`src/rtl/pwm_capture.sv`:
```
// Servo PWM decoder: measures pulse high time and converts it to a 0..MAX_ANG
// angle code; flags out-of-range pulses and loss of signal.
module pwm_capture #(
    parameter int MIN_CNT = 25000,
    parameter int MAX_CNT = 125000,
    parameter int STEP    = 370,
    parameter int MAX_ANG = 270,
    parameter int TIMEOUT = 1500000,
    parameter int CNT_W   = 21
) (
    input  logic       sclk,
    input  logic       rst_n,
    input  logic       pwm_in,
    output logic [8:0] angle,
    output logic       angle_valid,
    output logic       pulse_err,
    output logic       sig_lost
);

    localparam logic [CNT_W-1:0] L_MIN  = CNT_W'(MIN_CNT);
    localparam logic [CNT_W-1:0] L_MAX  = CNT_W'(MAX_CNT);
    localparam logic [CNT_W-1:0] L_STEP = CNT_W'(STEP);
    localparam logic [CNT_W-1:0] L_TMO  = CNT_W'(TIMEOUT);
    localparam logic [CNT_W-1:0] L_ONE  = CNT_W'(1);
    localparam logic [8:0]       L_MAXA = 9'(MAX_ANG);

    typedef enum logic [1:0] {WAIT_RISE, HIGH, CALC, DONE} state_t;

    state_t           r_state;
    logic             r_s1;
    logic             r_s2;
    logic             r_s3;
    logic [1:0]       r_fill;
    logic [CNT_W-1:0] r_wcnt;
    logic [CNT_W-1:0] r_tcnt;
    logic [CNT_W-1:0] r_rem;
    logic [8:0]       r_q;
    logic [8:0]       r_angle;
    logic             r_valid;
    logic             r_err;
    logic             r_lost;

    logic w_live;
    logic w_rise;
    logic w_fall;
    logic w_tmo;

    // A rise only counts once s3 holds a real post-reset sample, so a line
    // already high at reset release is never mistaken for a fresh edge.
    assign w_live = (r_fill == 2'd3);
    assign w_rise = w_live & r_s2 & ~r_s3;
    assign w_fall = ~r_s2 & r_s3;
    assign w_tmo  = (r_tcnt == L_TMO);

    assign angle       = r_angle;
    assign angle_valid = r_valid;
    assign pulse_err   = r_err;
    assign sig_lost    = r_lost;

    always_ff @(posedge sclk) begin
        if (!rst_n) begin
            r_state <= WAIT_RISE;
            r_s1    <= 1'b0;
            r_s2    <= 1'b0;
            r_s3    <= 1'b0;
            r_fill  <= 2'd0;
            r_wcnt  <= '0;
            r_tcnt  <= '0;
            r_rem   <= '0;
            r_q     <= 9'd0;
            r_angle <= 9'd135;
            r_valid <= 1'b0;
            r_err   <= 1'b0;
            r_lost  <= 1'b1;
        end else begin
            r_s1    <= pwm_in;
            r_s2    <= r_s1;
            r_s3    <= r_s2;
            r_valid <= 1'b0;
            r_err   <= 1'b0;
            if (!w_live) begin
                r_fill <= r_fill + 2'd1;
            end

            if (w_rise) begin
                r_tcnt <= '0;
                r_lost <= 1'b0;
            end else if (w_tmo) begin
                r_lost <= 1'b1;
            end else begin
                r_tcnt <= r_tcnt + L_ONE;
            end

            unique case (r_state)
                WAIT_RISE: begin
                    if (w_rise) begin
                        r_wcnt  <= L_ONE;
                        r_state <= HIGH;
                    end
                end
                HIGH: begin
                    // A line stuck high aborts silently, no pulse_err.
                    if (w_tmo) begin
                        r_state <= WAIT_RISE;
                    end else if (w_fall) begin
                        if (r_wcnt < L_MIN || r_wcnt > L_MAX) begin
                            r_err   <= 1'b1;
                            r_state <= WAIT_RISE;
                        end else begin
                            r_rem   <= r_wcnt - L_MIN;
                            r_q     <= 9'd0;
                            r_state <= CALC;
                        end
                    end else if (r_s2 && r_wcnt != '1) begin
                        r_wcnt <= r_wcnt + L_ONE;
                    end
                end
                CALC: begin
                    if (r_rem >= L_STEP && r_q < L_MAXA) begin
                        r_rem <= r_rem - L_STEP;
                        r_q   <= r_q + 9'd1;
                    end else begin
                        r_state <= DONE;
                    end
                end
                DONE: begin
                    r_angle <= r_q;
                    r_valid <= 1'b1;
                    r_state <= WAIT_RISE;
                end
            endcase
        end
    end

endmodule
```
`config.mk`:
```
export PLATFORM = sky130hd
export DESIGN_NAME = pwm_capture
export DESIGN_NICKNAME = d
export VERILOG_FILES = /design/src/rtl/pwm_capture.sv
export SDC_FILE = /design/constraint.sdc
export NUM_CORES = 1
export LEC_CHECK = 0
export ABC_AREA = 0
export CAP_MARGIN = 15
export CORE_MARGIN = 8
export CORE_UTILIZATION = 65
export DETAILED_ROUTE_END_ITERATION = 8
export PLACE_DENSITY_LB_ADDON = 0.1
export SLEW_MARGIN = 20
export SYNTH_ARGS = -nofsm -noshare
export SYNTH_HDL_FRONTEND = slang
export SYNTH_SLANG_ARGS = --single-unit
```
`constraint.sdc`:
```
create_clock -name sclk -period 9 [get_ports sclk]
set_input_delay 0.9 -clock sclk [delete_from_list [all_inputs] [get_ports sclk]]
set_output_delay 0.9 -clock sclk [all_outputs]
set_load 0.01 [all_outputs]
```
# Yosys cells after proc, flatten, opt, wreduce, memory -nomap -nowiden
# Index checks and enable logic that the tools add are counted.
# totals
reg_bits,91
input_bits,3
out_inout_bits,12
wordCells,83
# classes
add_sub_neg,6
n_lt_le_gt_ge,4
n_eq_ne,15
mux,25
bitwise_logic,8
reduce_logical,12
# ops
operator,n
21-bit 2-to-1 mux,8
21-bit case mux with 2 select lines,2
"21-bit by 1-bit adder with 21-bit output, second input constant",2
9-bit 2-to-1 mux,4
"21-bit == test, second input constant",1
"21-bit by 9-bit greater-or-equal comparator with 1-bit output, second input constant",1
"21-bit by 17-bit greater-than comparator with 1-bit output, second input constant",1
"21-bit by 15-bit < comparator with 1-bit output, second input constant",1
"21-bit != test, second input constant",1
"21-bit by 15-bit subtractor with 21-bit output, second input constant",1
"21-bit by 9-bit subtractor with 21-bit output, second input constant",1
9-bit case mux with 2 select lines,1
"2-bit != test, second input constant",8
2-bit 2-to-1 mux,5
5-bit AND reduction,2
"9-bit by 1-bit adder with 9-bit output, second input constant",1
"9-bit < comparator, second input constant",1
2-bit case mux with 4 select lines,1
"2-bit == test, second input constant",3
2-bit nonzero test,3
1-bit NOT,5
1-bit 2-to-1 mux,4
4-bit OR reduction,1
1-bit AND,3
8 further kinds,9

# Longest topological paths before layout
# depth
ltp_word,6
ltp_mapped,11
ltp_nobuf,8

# Least setup slack after synthesis
# Ideal clock, no wire load.
# synth_timing
kind,reg-to-reg
from,register r_rem[13]
to,register r_rem[13]
setup_time_ns,0.131
arrival_ns,2.699
required_time_ns,8.869
slack_ns,6.170
path_stages_with_launch,11
synth_period_minus_slack_ns,2.830
path_cell_list,dfxtp_1 -> or4_1 -> buf_2 -> or4_4 -> or4_1 -> buf_2 -> and2_4 -> buf_6 -> o21ai_4 -> buf_6 -> o21ai_1
# synth_via
elab_chain_len,4
# synth_rtl
element,line,source
from (decl),36,logic [CNT_W-1:0] r_rem;
from (signal assigned),110,r_rem <= r_wcnt - L_MIN;
from (signal assigned),120,r_rem <= r_rem - L_STEP;
21-bit by 9-bit greater-or-equal comparator with 1-bit output,119,if (r_rem >= L_STEP && r_q < L_MAXA) begin
1-bit logical AND,119,
2-bit != test (no source line),-,
5-bit AND reduction (no source line),-,
# Parallel ways exist; a longest one is shown, timed or not. The select of a mux whose other input is x is not followed.
# A chain may end at the register's enable or synchronous reset.

# Worst setup path after layout
# layout_timing
from,register r_rem[13]
to,register r_rem[11]
# layout_via
elab_chain_len,4
# layout_rtl
element,line
21-bit by 9-bit greater-or-equal comparator with 1-bit output,119
1-bit logical AND,119
2-bit != test (no source line),-
5-bit AND reduction (no source line),-
# No other way between the ends.

==> results.yml <==
logic_synthesis:
  synth_top_cell_area_share_pct: 37.2
  synth.avg_cell_area_um2: 7.81
  synth_cells: 628
  syn-num-nets: 640
  async_flop_share_pct: 0
  synth_largest_area_cell: "dfxtp_1"
  yosysMostFrequentCell: "dfxtp_1"
  synth.yosys.seq_area_share_pct: 37.2
  ys_ff_latch: 91
  synthTopCellsByCount: "91 x dfxtp_1, 67 x nor2_1, 61 x a21oi_1, 60 x nand2_1, 34 x clkbuf_1"
  synth_top_cells_by_area: "dfxtp_1 37%, a21oi_1 6.2%, nor2_1 5.1%"
  ys_types: 61
  syn_area_mm2: 0.00490
  synth_warnings: 0
  synthFlopType: "dfxtp_1"
  synth_edf_count: 0
timing:
  slew_viol_final: 0
  whs_ns: 0.458
  rsz0062_at_grt: "false"
  tightest_slew_ns: 0.958
  finalSetupViolCount: 0
  setup_tns_ns: 0
  slew_headroom_pct: 36.1
  period_minus_slack_ns: 3.40
  final_hold_viol_count: 0
  fmax_mhz: 294
  skew_ns: 0.00937
  finalCritPeriodShare_pct: 37.7
  setup_slack_ns: 5.60
critical_path:
  r2r_slack_ns: 5.60
  start_kind: "flip-flop"
  worst_ep_arrival_time_ns: 3.67
  path_class: "reg2reg"
  critPathMaxFanout: 13
  worstSetupEndpointType: "flip-flop"
  worstPathRequired_ns: 9.28
global_routing:
  grt_max_degree: 46
  antenna_found_initial: 0
  track_usage_pct: 21.9
  grt_pass1_vias: 4203
  grt_first_pass_wirelength_um: 19000
  grt_overflow: 0
clock_network:
  cts.path.max_buffers: 2
  hold_buffers: 0
  clkLatencyLatePin_ns: 0.36
  clk_pin_slew_ns: 0.09
  clock_sinks: 91
  cts.htree.levels: 3
  root_buffer: "clkbuf_8"
  cts_buffers: 9
  cts_tree: "built"
  cts_resized: 0
  cts_setup_buffers: 0
placed_design:
  dpl.hpwl_um: 7680
  io_buffers: 14
  place_ws_ns: 5.69
  gp_congestion: 0.891
routing:
  dr.first_iter.drc_count: 311
  postRouteAntennaNets: 0
  routedWlPerCell_um: 15.8
  drc: 0
  firstDrtPassIters: 5
  wirelength_um: 11300
  avgViaCountPerCell: 6.38
  vias: 4576
min_path:
  min_path_type: "reg2reg"
floorplanning:
  coreArea_mm2: 0.00729
  placementRows: 31
  pin_count: 15
  die_area_mm2: 0.0106
  initial_core_util_pct: 67.2
  die_w_um: 103
  die_h_um: 103
pwr:
  finalPower_uw: 734
  worst_ir_drop_vdd_uv: 88.9
  power_leakage_uw: 0.00180
  p_per_area_mw_per_mm2: 141
layout:
  syn_to_final_growth_pct: 6.51
  num-nets-final: 626
  drive_gt1_share_pct: 5.18
  n_antenna_cell: 0
status:
  status: "completed"
job:
  max_cap_viol_count: 0
==> kinds of logic (layout without fill, tap and decap cells) <==
group	count (synthesis)	count (layout)	share of synthesized area, %
multiplexers	3	3	0.613
buffers and inverters	60	50	5.18
flip-flops	91	91	37.2
adder cells (fa/ha/maj)	9	9	2.30
AND/OR/NAND/NOR	266	266	27.3
XOR/XNOR	31	31	5.54
AO/OA/AOI/OAI	168	168	21.9
==> state kept, by name, summed over array words and instances, names as in the netlist, named ones only <==
name and count:
r_fill 2, r_tcnt 21, r_q 9, r_s2 1
r_state 1, r_s1 1, r_wcnt 21, angle 9
pulse_err 1, r_rem 21, r_s3 1, angle_valid 1
sig_lost 1
==> metrics by stage <==
stage / cells / util [%] / area, um^2
finish: 717 / 71.6 / 5220
global route: 717 / 71.6 / 5220
CTS: 717 / 71.6 / 5220
detailed placement: 702 / 68.7 / 5010
global placement: 702 / 68.7 / 5010
floorplan: 628 / - / 4900
==> per-layer routing <==
metal	GRT usage, %	routed length [um]	vias up
met2	37.7	5370	164
met5	0	0	-
met3	3.58	729	23
met1	26.9	5010	2143
met4	8.34	225	0
li1	-	-	2246
==> report_power, final <==
group,leakage (uW),internal [uW],switching (uW)
Sequential,0.000735,406,3.46
Clock,0.000109,156,147
Combinational,0.000953,7.29,14.2
==> area by class of cell <==
class / instances / area (um^2)
clock buffer: 9 / 124
clock inverter: 6 / 91.3
fill: 628 / 2070
inverter: 17 / 63.8
multi-input combinational: 477 / 2830
sequential: 91 / 1820
tap: 99 / 124
timing repair buffer: 18 / 170
==> worst paths after layout <==
| check | startpoint | end | cells after the start |
|---|---|---|---|
| min | angle[4] | angle[4] | 2 |
| max | r_rem[13] | r_rem[11] | 6 |
| max reg2reg | r_rem[13] | r_rem[11] | 6 |
| min reg2reg | angle[4] | angle[4] | 2 |
==> cell usage in the layout (no fill, tap or decap), types with 3 or more instances in the layout <==
master | synthesis | final
and3_1 | 8 | 8
o41ai_1 | 3 | 3
mux2i_1 | 3 | 3
o311ai_0 | 13 | 13
nor3_1 | 22 | 22
a21oi_1 | 61 | 61
or4_1 | 15 | 15
a31oi_1 | 3 | 3
nand2b_1 | 7 | 7
ha_1 | 9 | 9
nand3b_1 | 3 | 3
o31ai_1 | 12 | 12
dfxtp_1 | 91 | 91
clkinv_4 | 0 | 3
or3_1 | 15 | 15
inv_1 | 17 | 17
clkdlybuf4s50_1 | 0 | 14
nand3_1 | 30 | 30
xor2_1 | 19 | 19
nor2b_1 | 7 | 7
nand2_1 | 60 | 60
o21ai_1 | 9 | 9
a22oi_1 | 3 | 3
clkbuf_8 | 0 | 9
and2_1 | 6 | 6
nand4_1 | 12 | 12
nor2_1 | 67 | 67
o211ai_1 | 7 | 7
nor4_1 | 5 | 5
o21ai_0 | 31 | 31
buf_4 | 2 | 4
o2111ai_1 | 3 | 3
xnor2_1 | 12 | 12
==> critical path: stages, from the launching register on <==
cell and delay, ns:
dfxtp_1 0.37, or4_1 0.66, or4_4 0.48, or4_1 0.63
a21oi_1 0.79, o311ai_0 0.26, o31ai_1 0.12
(Power assumes the default switching activity.)
